--- src/rtl/pkt_frame_assembler.sv ---
// Packs a stream of narrow packets into one wide buffer word (first packet in the
// most-significant slot) and hands the frame downstream with a valid/ready handshake.
module pkt_frame_assembler #(
    parameter  int PKT_W    = 4,
    parameter  int MAX_PKTS = 4,
    parameter  int CNT_W    = 8,
    localparam int BUF_W    = PKT_W * MAX_PKTS,
    localparam int CW       = $clog2(MAX_PKTS + 1)
) (
    input  logic             clock,
    input  logic             reset,
    input  logic             pkt_valid,
    input  logic [PKT_W-1:0] pkt_data,
    input  logic             pkt_last,
    output logic             pkt_ready,
    output logic             buf_valid,
    output logic [BUF_W-1:0] buf_data,
    output logic [CW-1:0]    buf_count,
    output logic             buf_trunc,
    input  logic             out_ready,
    output logic [CNT_W-1:0] frame_cnt
);

    typedef enum logic {
        COLLECT = 1'b0,
        HOLD    = 1'b1
    } state_t;

    state_t        state;
    state_t        state_nxt;
    logic [CW-1:0] slot_idx;
    logic          accept;
    logic          close;
    logic          handshake;

    // Both handshake outputs decode the state register only, so no input reaches an output.
    assign pkt_ready = (state == COLLECT);
    assign buf_valid = (state == HOLD);

    assign accept    = pkt_valid && pkt_ready;
    assign close     = accept && (pkt_last || (slot_idx == CW'(MAX_PKTS - 1)));
    assign handshake = buf_valid && out_ready;

    // NOTE: every signal written here gets a default first, so no path leaves a latch.
    always_comb begin
        state_nxt = state;
        unique case (state)
            COLLECT: if (close)     state_nxt = HOLD;
            HOLD:    if (handshake) state_nxt = COLLECT;
            default:                state_nxt = COLLECT;
        endcase
    end

    // NOTE: sequential state uses non-blocking assignments only, so all registers
    // sample the pre-edge values regardless of statement order.
    always_ff @(posedge clock) begin
        if (reset) state <= COLLECT;
        else       state <= state_nxt;
    end

    // NOTE: the frame buffer is a handful of flops, not a RAM, so it is reset along
    // with everything else; a discarded partial frame must never leak into the next one.
    always_ff @(posedge clock) begin
        if (reset) begin
            buf_data  <= '0;
            buf_count <= '0;
            buf_trunc <= 1'b0;
            slot_idx  <= '0;
            frame_cnt <= '0;
        end else if (accept) begin
            for (int i = 0; i < MAX_PKTS; i++) begin
                if (slot_idx == CW'(i))
                    buf_data[(MAX_PKTS-1-i)*PKT_W +: PKT_W] <= pkt_data;
            end
            slot_idx <= slot_idx + CW'(1);
            if (close) begin
                buf_count <= slot_idx + CW'(1);
                buf_trunc <= ~pkt_last;
            end
        end else if (handshake) begin
            buf_data  <= '0;
            buf_count <= '0;
            buf_trunc <= 1'b0;
            slot_idx  <= '0;
            frame_cnt <= frame_cnt + CNT_W'(1);
        end
    end

endmodule

--- config.mk ---
export PLATFORM = sky130hd
export DESIGN_NAME = pkt_frame_assembler
export DESIGN_NICKNAME = d
export VERILOG_FILES = /design/src/rtl/pkt_frame_assembler.sv
export SDC_FILE = /design/constraint.sdc
export NUM_CORES = 1
export LEC_CHECK = 0
export ABC_AREA = 0
export CAP_MARGIN = 0
export CORE_MARGIN = 3
export CORE_UTILIZATION = 40
export CTS_BUF_LIST = sky130_fd_sc_hd__clkbuf_4
export CTS_CLUSTER_SIZE = 16
export DETAILED_ROUTE_END_ITERATION = 12
export DONT_BUFFER_PORTS = 1
export PLACE_DENSITY = 0.66
export SYNTH_ARGS = -nofsm -noshare
export SYNTH_HDL_FRONTEND = slang
export SYNTH_SLANG_ARGS = --single-unit
--- constraint.sdc ---
create_clock -name clock -period 1.4 [get_ports clock]
set_clock_uncertainty 0.15 [all_clocks]
set_input_delay 0.14 -clock clock [delete_from_list [all_inputs] [get_ports clock]]
set_output_delay 0.14 -clock clock [all_outputs]
set_load 0.05 [all_outputs]
Word level (Yosys, flattened, before mapping)

Index checks and enable logic that the tools add are counted.

$add $sub $neg: 2
$mul: 0
Divide/modulo/power cells: 0
Magnitude comparators: 0
Equality and inequality tests: 8
Shift-type cells: 0
Mux-type cells: 16
Bitwise logic cells: 3
Reduce and logical (&&, ||, !) cells: 12

Operators by type and width:

| kind                                                | count |
|---|---|
| two-way mux 16 bit                                  | 2 |
| two-way mux 4 bit                                   | 4 |
| two-way mux 3 bit                                   | 4 |
| AND reduction 2 bit                                 | 6 |
| != test 2 x 1 -> 1 bit, second input constant       | 5 |
| adder 8 x 1 -> 8 bit, second input constant         | 1 |
| equality test 3 x 2 -> 1 bit, second input constant | 2 |
| two-way mux 1 bit                                   | 5 |
| adder 3 x 1 -> 3 bit, second input constant         | 1 |
| equality test 3 x 1 -> 1 bit, second input constant | 1 |
| logical AND 1 bit                                   | 3 |
| zero test 3 bit                                     | 1 |
| inverter 1 bit                                      | 3 |
| one-hot mux 1 bit (2 select lines)                  | 1 |
| nonzero test 2 bit                                  | 1 |
| logical OR 1 bit                                    | 1 |

Flip-flop bits (word level): 32
Bits in latches: 0
Memory bits (writable): 0
Bits in read-only memories: 0
Input bits: 9
Logic and storage cells: 50
Memories: 0

Longest topological paths before layout

Gate-level depths: netlist of run 1.

Depth in word-level cells: 5
Mapped depth: 6

Least setup slack after synthesis of run 1

No wires, ideal clock.

Path kind: flip-flop to flip-flop
Start: register frame_cnt[0]
End: register frame_cnt[5]
Arrival: 1.525 ns
Required time: 1.179 ns
Setup slack: -0.345 ns
Cell stages (with the launch flop): 4
Path buffers: 0
Clock period less this slack: 1.745 ns
Cell sequence: dfxtp_1 -> nand3_1 -> or4_1 -> a21oi_1

Cells in the longest elaborated chain, start to end: 1

Ends and longest elaborated chain:

| item                   | line | RTL |
|---|---|---|
| start, declared        | 21   | `output logic [CNT_W-1:0] frame_cnt` |
| start signal, assigned | 85   | `frame_cnt <= frame_cnt + CNT_W'(1);` |
| adder 8 x 1 -> 8 bit   | 85   |  |

No other way between the ends.
A chain may end at the register's enable or synchronous reset.

Worst setup path after layout of run 1

Start: register state (netlist: buf_valid)
End: output port pkt_ready

Cells in the longest elaborated chain, start to end: 1

Ends and longest elaborated chain:

| item                   | line | RTL |
|---|---|---|
| start, declared        | 29   | `state_t state;` |
| start signal, assigned | 58   | `else state <= state_nxt;` |
| inverter 1 bit         | n/a  |  |
| end, declared          | 15   | `output logic pkt_ready,` |

No other way between the ends.

==> out/qor.yml, run 1 <==
job:
  drv_cap: 0
grt:
  grt_pass1_wl_um: 5706
  first_global_vias: 1287
  grt_antenna_before_repair: 0
  grt_max_degree: 33
  grt_overflow: 0
  track_usage_pct: 17.11
critical_path:
  end_kind: "output pin"
  startpoint_type: "register"
  cp.arrival_ns: 1.12
  path_class: "reg -> out"
  r2r_cells: 4
  path_max_fanout: 10
  worstPathRequired_ns: 1.11
synthesis:
  synth_edf_count: 0
  netlist.area_leader.share_pct: 45.51
  synthFlopType: "dfxtp_1"
  synthTopCellsByArea: "dfxtp_1 (46%), a21oi_1 (9.6%), nand3_1 (8.9%)"
  synthArstFlopShare_pct: 0
  synth_area_leader_cell: "dfxtp_1"
  postSynthAreaPerCell_um2: 8.583
  synth.distinct_cells: 31
  ys_seq_area_share_pct: 45.51
  synthTopCellsByCount: "dfxtp_1 (32), a21oi_1 (27), nand3_1 (25)"
  syn-num-nets: 179
  ys.warnings.count: 0
  syn_inst: 164
  yosys.cell_count.top_type: "dfxtp_1"
  syn_area_um2: 1408
  ys_ff_latch: 32
detailed_routing:
  drt_pass1_iterations: 4
  drt_iter0_markers: 83
  avgRoutedWirePerCell_um: 14.87
  vias: 1377
  ant_nets: 0
  finalWirelength_um: 3762
  via_per_inst: 5.443
  drcViolationCount: 0
floorplan:
  die_h_um: 65.32
  die_area_um2: 4267
  placementRows: 20
  ioPinCount: 39
  fp.dieW_um: 65.32
  coreArea_um2: 3203
  start_util_pct: 43.95
finish:
  drive_gt1_share_pct: 44.50
  n_fill_cell: 276
  diodes: 0
  nNetsFinal: 223
  area_growth_pct: 46.49
worst_hold_path:
  min_path_type: "in -> reg"
  hold_depth: 2
timing:
  worstMarginPinSlew_ns: 0.3204
  setup-tns-final_ns: -0.007798
  maxSlewViolCount: 0
  finalCriticalPeriod_ns: 1.408
  hold_viol: 10
  relSlewSlack_pct: 78.64
  rsz0062_at_grt: "yes"
  setup_viol: 1
  min_period_over_period_pct: 100.6
  setup_ws_ns: -0.007798
  hold_ws_ns: -0.1764
  fmax_mhz: 710.3
clock_tree:
  htreeDepth: 2
  cts_tree: "done"
  clock-root-buffer: "clkbuf_4"
  cts_sinks: 32
  clk_pin_slew_worst_paths_ns: 0.09
  cts_buffer_depth: 2
  cts_buffers: 5
  clock_latency_ns: 0.33
power:
  p_leak_nw: 0.7298
  power_w: 0.001834
  p_per_area_nw_per_um2: 889.5
  ir_worst_vdd_uv: 475.6
status:
  violations: "hold timing, setup timing"
  status: "finished, violations left"
placed_design:
  gp_congestion: 0.7695
  place_hpwl_um: 2502
  portBuffers: 0
==> layer usage <==
metal	GRT usage (%)	up-vias	wire length, µm
met5	0	-	0
li1	-	680	-
met2	28.82	39	1955
met4	7.772	0	48
met1	20.51	652	1530
met3	4.103	6	228
==> stage by stage <==
stage | instances | hold WS (ns) | area [µm²] | util (%) | worst slack (ns)
2_1_floorplan | 164 | 0.05907 | 1475 | - | -0.01383
3_3_place_gp | 234 | 0.05473 | 1743 | 54.41 | 0.06259
3_5_place_dp | 234 | 0.05750 | 1743 | 54.41 | 0.005820
4_1_cts | 243 | -0.3019 | 1824 | 56.95 | -0.002667
5_1_grt | 253 | -0.1817 | 2062 | 64.38 | -0.09151
6_report | 253 | -0.1764 | 2062 | 64.38 | -0.007798
==> state kept, by name, summed over array words and instances (netlist names) <==
name,flops
frame_cnt,8
buf_count,3
buf_data,16
slot_idx,3
buf_valid,1
buf_trunc,1
==> cells by family after synthesis <==
group                    synth area share [%]
XOR/XNOR                                1.245
adder cells (fa/ha/maj)                 5.333
AO/OA/AOI/OAI                           16.89
AND/OR/NAND/NOR                         26.05
buffers and inverters                   4.978
flip-flops                              45.51
==> final timing paths <==
check	startpoint	endpoint	slack (ns)
worst max-delay path	buf_valid	pkt_ready	-0.008
worst max register to register	frame_cnt[1]	frame_cnt[6]	0.01
worst min register to register	buf_data[13]	buf_data[13]	0.32
worst min-delay path	out_ready	buf_valid	-0.18
==> report_power, final <==
| group | internal [W] | switching (W) | total [W] | leakage [nW] |
|---|---|---|---|---|
| clock network | 0.000232 | 0.000312 | 0.000543 | 0.0338 |
| registers | 0.000930 | 0.0000215 | 0.000952 | 0.266 |
| logic | 0.000126 | 0.000213 | 0.000339 | 0.430 |
==> placed cells by master (no fill, tap or decap), types with 2 or more instances in the layout <==
cell type	netlist	layout
buf_4	1	37
a21oi_1	27	17
nand2_2	0	6
inv_1	5	2
dlygate4sd3_1	0	7
or3_1	3	3
o21ai_0	3	3
ha_4	0	5
dfxtp_4	0	6
and4bb_2	3	3
nand4_1	2	2
nand3_2	0	3
o31ai_1	2	2
dfxtp_2	0	4
dfxtp_1	32	22
clkbuf_4	0	7
nand3_1	25	22
o211ai_1	3	3
buf_6	0	3
nor2_1	5	4
nand2_1	19	13
a21oi_2	0	10
nand4bb_1	3	3
==> final cells by class <==
| class | instances | area (µm²) | share of cell area, % |
|---|---|---|---|
| Clock buffer | 7 | 52.55 | 2.549 |
| Clock inverter | 1 | 3.754 | 0.1820 |
| Inverter | 5 | 25.02 | 1.214 |
| Multi-Input combinational cell | 116 | 855.8 | 41.50 |
| Sequential cell | 32 | 668.1 | 32.40 |
| Tap cell | 44 | 55.05 | 2.670 |
| Timing Repair Buffer | 48 | 401.6 | 19.48 |
==> critical path: stages (launching register included) <==
cell and delay [ns]:
dfxtp_4 0.38, buf_6 0.14, clkinvlp_4 0.10, buf_6 0.16
==> timing repair <==
action,4_1_cts,5_1_grt
pin swaps,0,24
setup buffers,1,2
gates resized for setup,4,33
setup endpoints to repair,3,24
hold endpoints to repair,32,32
(Power assumes the default switching activity.)
==> run 2, diff against run 1 <==
--- a/config.mk
+++ b/config.mk
@@ -8,12 +8,14 @@
 export ABC_AREA = 0
 export CAP_MARGIN = 0
 export CORE_MARGIN = 3
-export CORE_UTILIZATION = 40
+export CORE_UTILIZATION = 30
 export CTS_BUF_LIST = sky130_fd_sc_hd__clkbuf_4
 export CTS_CLUSTER_SIZE = 16
 export DETAILED_ROUTE_END_ITERATION = 12
 export DONT_BUFFER_PORTS = 1
-export PLACE_DENSITY = 0.66
+export PLACE_DENSITY = 0.55
+export RECOVER_POWER = 100
+export REMOVE_ABC_BUFFERS = 1
 export SYNTH_ARGS = -nofsm -noshare
 export SYNTH_HDL_FRONTEND = slang
 export SYNTH_SLANG_ARGS = --single-unit
==> run 2 against run 1 <==
Compared with the run above: the run ends with hold timing left; worst setup slack better by 0.015 ns; count of clock-buffer cells in the layout is 2 lower; cell count is 1.2% higher; routed wire length is 0.64% higher; hold slack worse by 0.12 ns; register-to-register slack hardly changed; die area is 30% higher; sequential power hardly changed; combinational power is 7.1% lower; critical path depth is 1 higher.
==> out/qor.yml, run 2 (synthesis results as in run 1) <==
grt:
  grt_pass1_wl_um: 5706  # unchanged
  grt_max_degree: 33  # unchanged
  first_global_vias: 1306  # was 1287
  grt_overflow: 0  # unchanged
  grt_antenna_before_repair: 0  # unchanged
  track_usage_pct: 13.53  # was 17.11%
finish:
  nNetsFinal: 218  # was 223
  layout_common_cells: "buf_4 (35), dfxtp_1 (25), nand3_1 (23), a21oi_1 (18), nand2_1 (15)"  # was buf_4 (37), nand3_1 (22), dfxtp_1 (22), a21oi_1 (17), nand2_1 (13)
  largestRegisters: "buf_data: 16 flops, frame_cnt: 8 flops"  # unchanged
  final_area_um2: 2008  # was 2062 µm²
  largest_reg_flops: 16  # unchanged
  final_common_cell: "buf_4"  # unchanged
  diodes: 0  # unchanged
  n_fill_cell: 418  # was 276
  area_growth_pct: 42.67  # was 46.49%
  regMostFlops: "buf_data"  # unchanged
  final_util_pct: 45.19  # was 64.38%
  drive_gt1_share_pct: 43.63  # was 44.50%
placed_design:
  place_hpwl_um: 2709  # was 2502 µm
  gp_congestion: 0.8296  # was 0.7695
  dpl_cell_area_um2: 1722  # was 1743 µm²
  place_ws_ns: -0.09718  # was 0.005820 ns
  portBuffers: 0  # unchanged
critical_path:
  path_class: "reg -> reg"  # was reg -> out
  cp.arrival_ns: 1.52  # was 1.12 ns
  startpoint_type: "register"  # unchanged
  end_kind: "register"  # was output pin
  path_max_fanout: 4  # was 10
  worstPathRequired_ns: 1.53  # was 1.11 ns
detailed_routing:
  via_per_inst: 5.371  # was 5.443
  ant_nets: 0  # unchanged
  drt_pass1_iterations: 4  # unchanged
  finalWirelength_um: 3786  # was 3762 µm
  vias: 1375  # was 1377
  avgRoutedWirePerCell_um: 14.79  # was 14.87 µm
  drcViolationCount: 0  # unchanged
  drt_iter0_markers: 88  # was 83
clock_tree:
  cts_tree: "done"  # unchanged
  htreeDepth: 2  # unchanged
  cts_buffer_depth: 2  # unchanged
  cts_sinks: 32  # unchanged
  clock_latency_ns: 0.33  # about the same
  clk_pin_slew_worst_paths_ns: 0.09  # about the same
  cts_buffers: 5  # unchanged
  clock-root-buffer: "clkbuf_4"  # unchanged
power:
  ir_worst_vdd_uv: 284.8  # was 475.6 µV
  power_w: 0.001758  # was 0.001834 W
  p_per_area_nw_per_um2: 875.6  # was 889.5 nW/µm²
  p_leak_nw: 0.7118  # was 0.7298 nW
timing:
  setup_ws_ns: 0.007551  # was -0.007798 ns
  maxSlewViolCount: 0  # unchanged
  hold_ws_ns: -0.2970  # was -0.1764 ns
  hold_viol: 32  # was 10
  setup_viol: 0  # was 1
  relSlewSlack_pct: 80.66  # was 78.64%
  min_period_over_period_pct: 99.46  # was 100.6%
  rsz0062_at_grt: "yes"  # unchanged
  worstMarginPinSlew_ns: 0.2900  # was 0.3204 ns
  finalCriticalPeriod_ns: 1.392  # was 1.408 ns
  fmax_mhz: 718.2  # was 710.3 MHz
status:
  status: "finished, violations left"  # unchanged
  violations: "hold timing"  # was hold timing, setup timing
floorplan:
  fp.dieW_um: 74.50  # was 65.32 µm
  die_area_um2: 5550  # was 4267 µm²
  die_h_um: 74.50  # was 65.32 µm
  ioPinCount: 39  # unchanged
  coreArea_um2: 4444  # was 3203 µm²
  start_util_pct: 31.67  # was 43.95%
  placementRows: 24  # was 20
job:
  drv_cap: 0  # unchanged
worst_hold_path:
  min_path_type: "in -> reg"  # unchanged
[run 2: worst max-delay path, stage by stage (launching register included)]
cell	delay (ns)
dfxtp_4	0.38
ha_4	0.13
nand4_1	0.15
or3_1	0.42
a21oi_2	0.12
[run 2: report_power, final]
group / leakage [nW] / switching (W) / internal [W]
Combinational: 0.416 / 0.000189 / 0.000126
Sequential: 0.263 / 0.0000210 / 0.000934
Clock: 0.0324 / 0.000305 / 0.000184
[run 2: per-stage QoR]
stage	std cells	setup TNS, ns
2_1_floorplan	153	-17.07
3_3_place_gp	245	-0.1327
3_5_place_dp	245	-0.4482
4_1_cts	253	0
5_1_grt	256	-0.3109
6_report	256	0
[run 2: path summary, 6_finish.rpt]
path                              startpoint            to  slack, ns  depth (start not counted)
worst min register to register   buf_data[2]   buf_data[2]       0.32                          2
worst max register to register  frame_cnt[0]  frame_cnt[4]      0.008                          4
worst max-delay path            frame_cnt[0]  frame_cnt[4]      0.008                          4
worst min-delay path                   reset  frame_cnt[4]      -0.30                          1
[run 2: what timing repair did]
action,in CTS,in global routing
endpoints found under the setup margin,15,22
resized for setup,18,39
pin swaps,1,15
buffers inserted,0,3
endpoints found under the hold margin,32,32
[run 2: final cells by class]
type	count	area [µm²]	share of cell area (%)
inverter	5	31.28	1.558
timing repair buffer	43	334.1	16.64
sequential	32	656.9	32.71
multi-input combinational	116	869.6	43.30
clock buffer	5	37.54	1.869
clock inverter	3	13.76	0.6854
tap	52	65.06	3.240
[run 2: per-layer routing]
layer | vias to the layer above | wire length (µm) | global-route usage [%]
met3 | 12 | 195 | 5.000
met4 | 0 | 99 | 7.312
met1 | 656 | 1526 | 14.00
met5 | - | 0 | 0
met2 | 36 | 1965 | 23.61
li1 | 671 | - | -
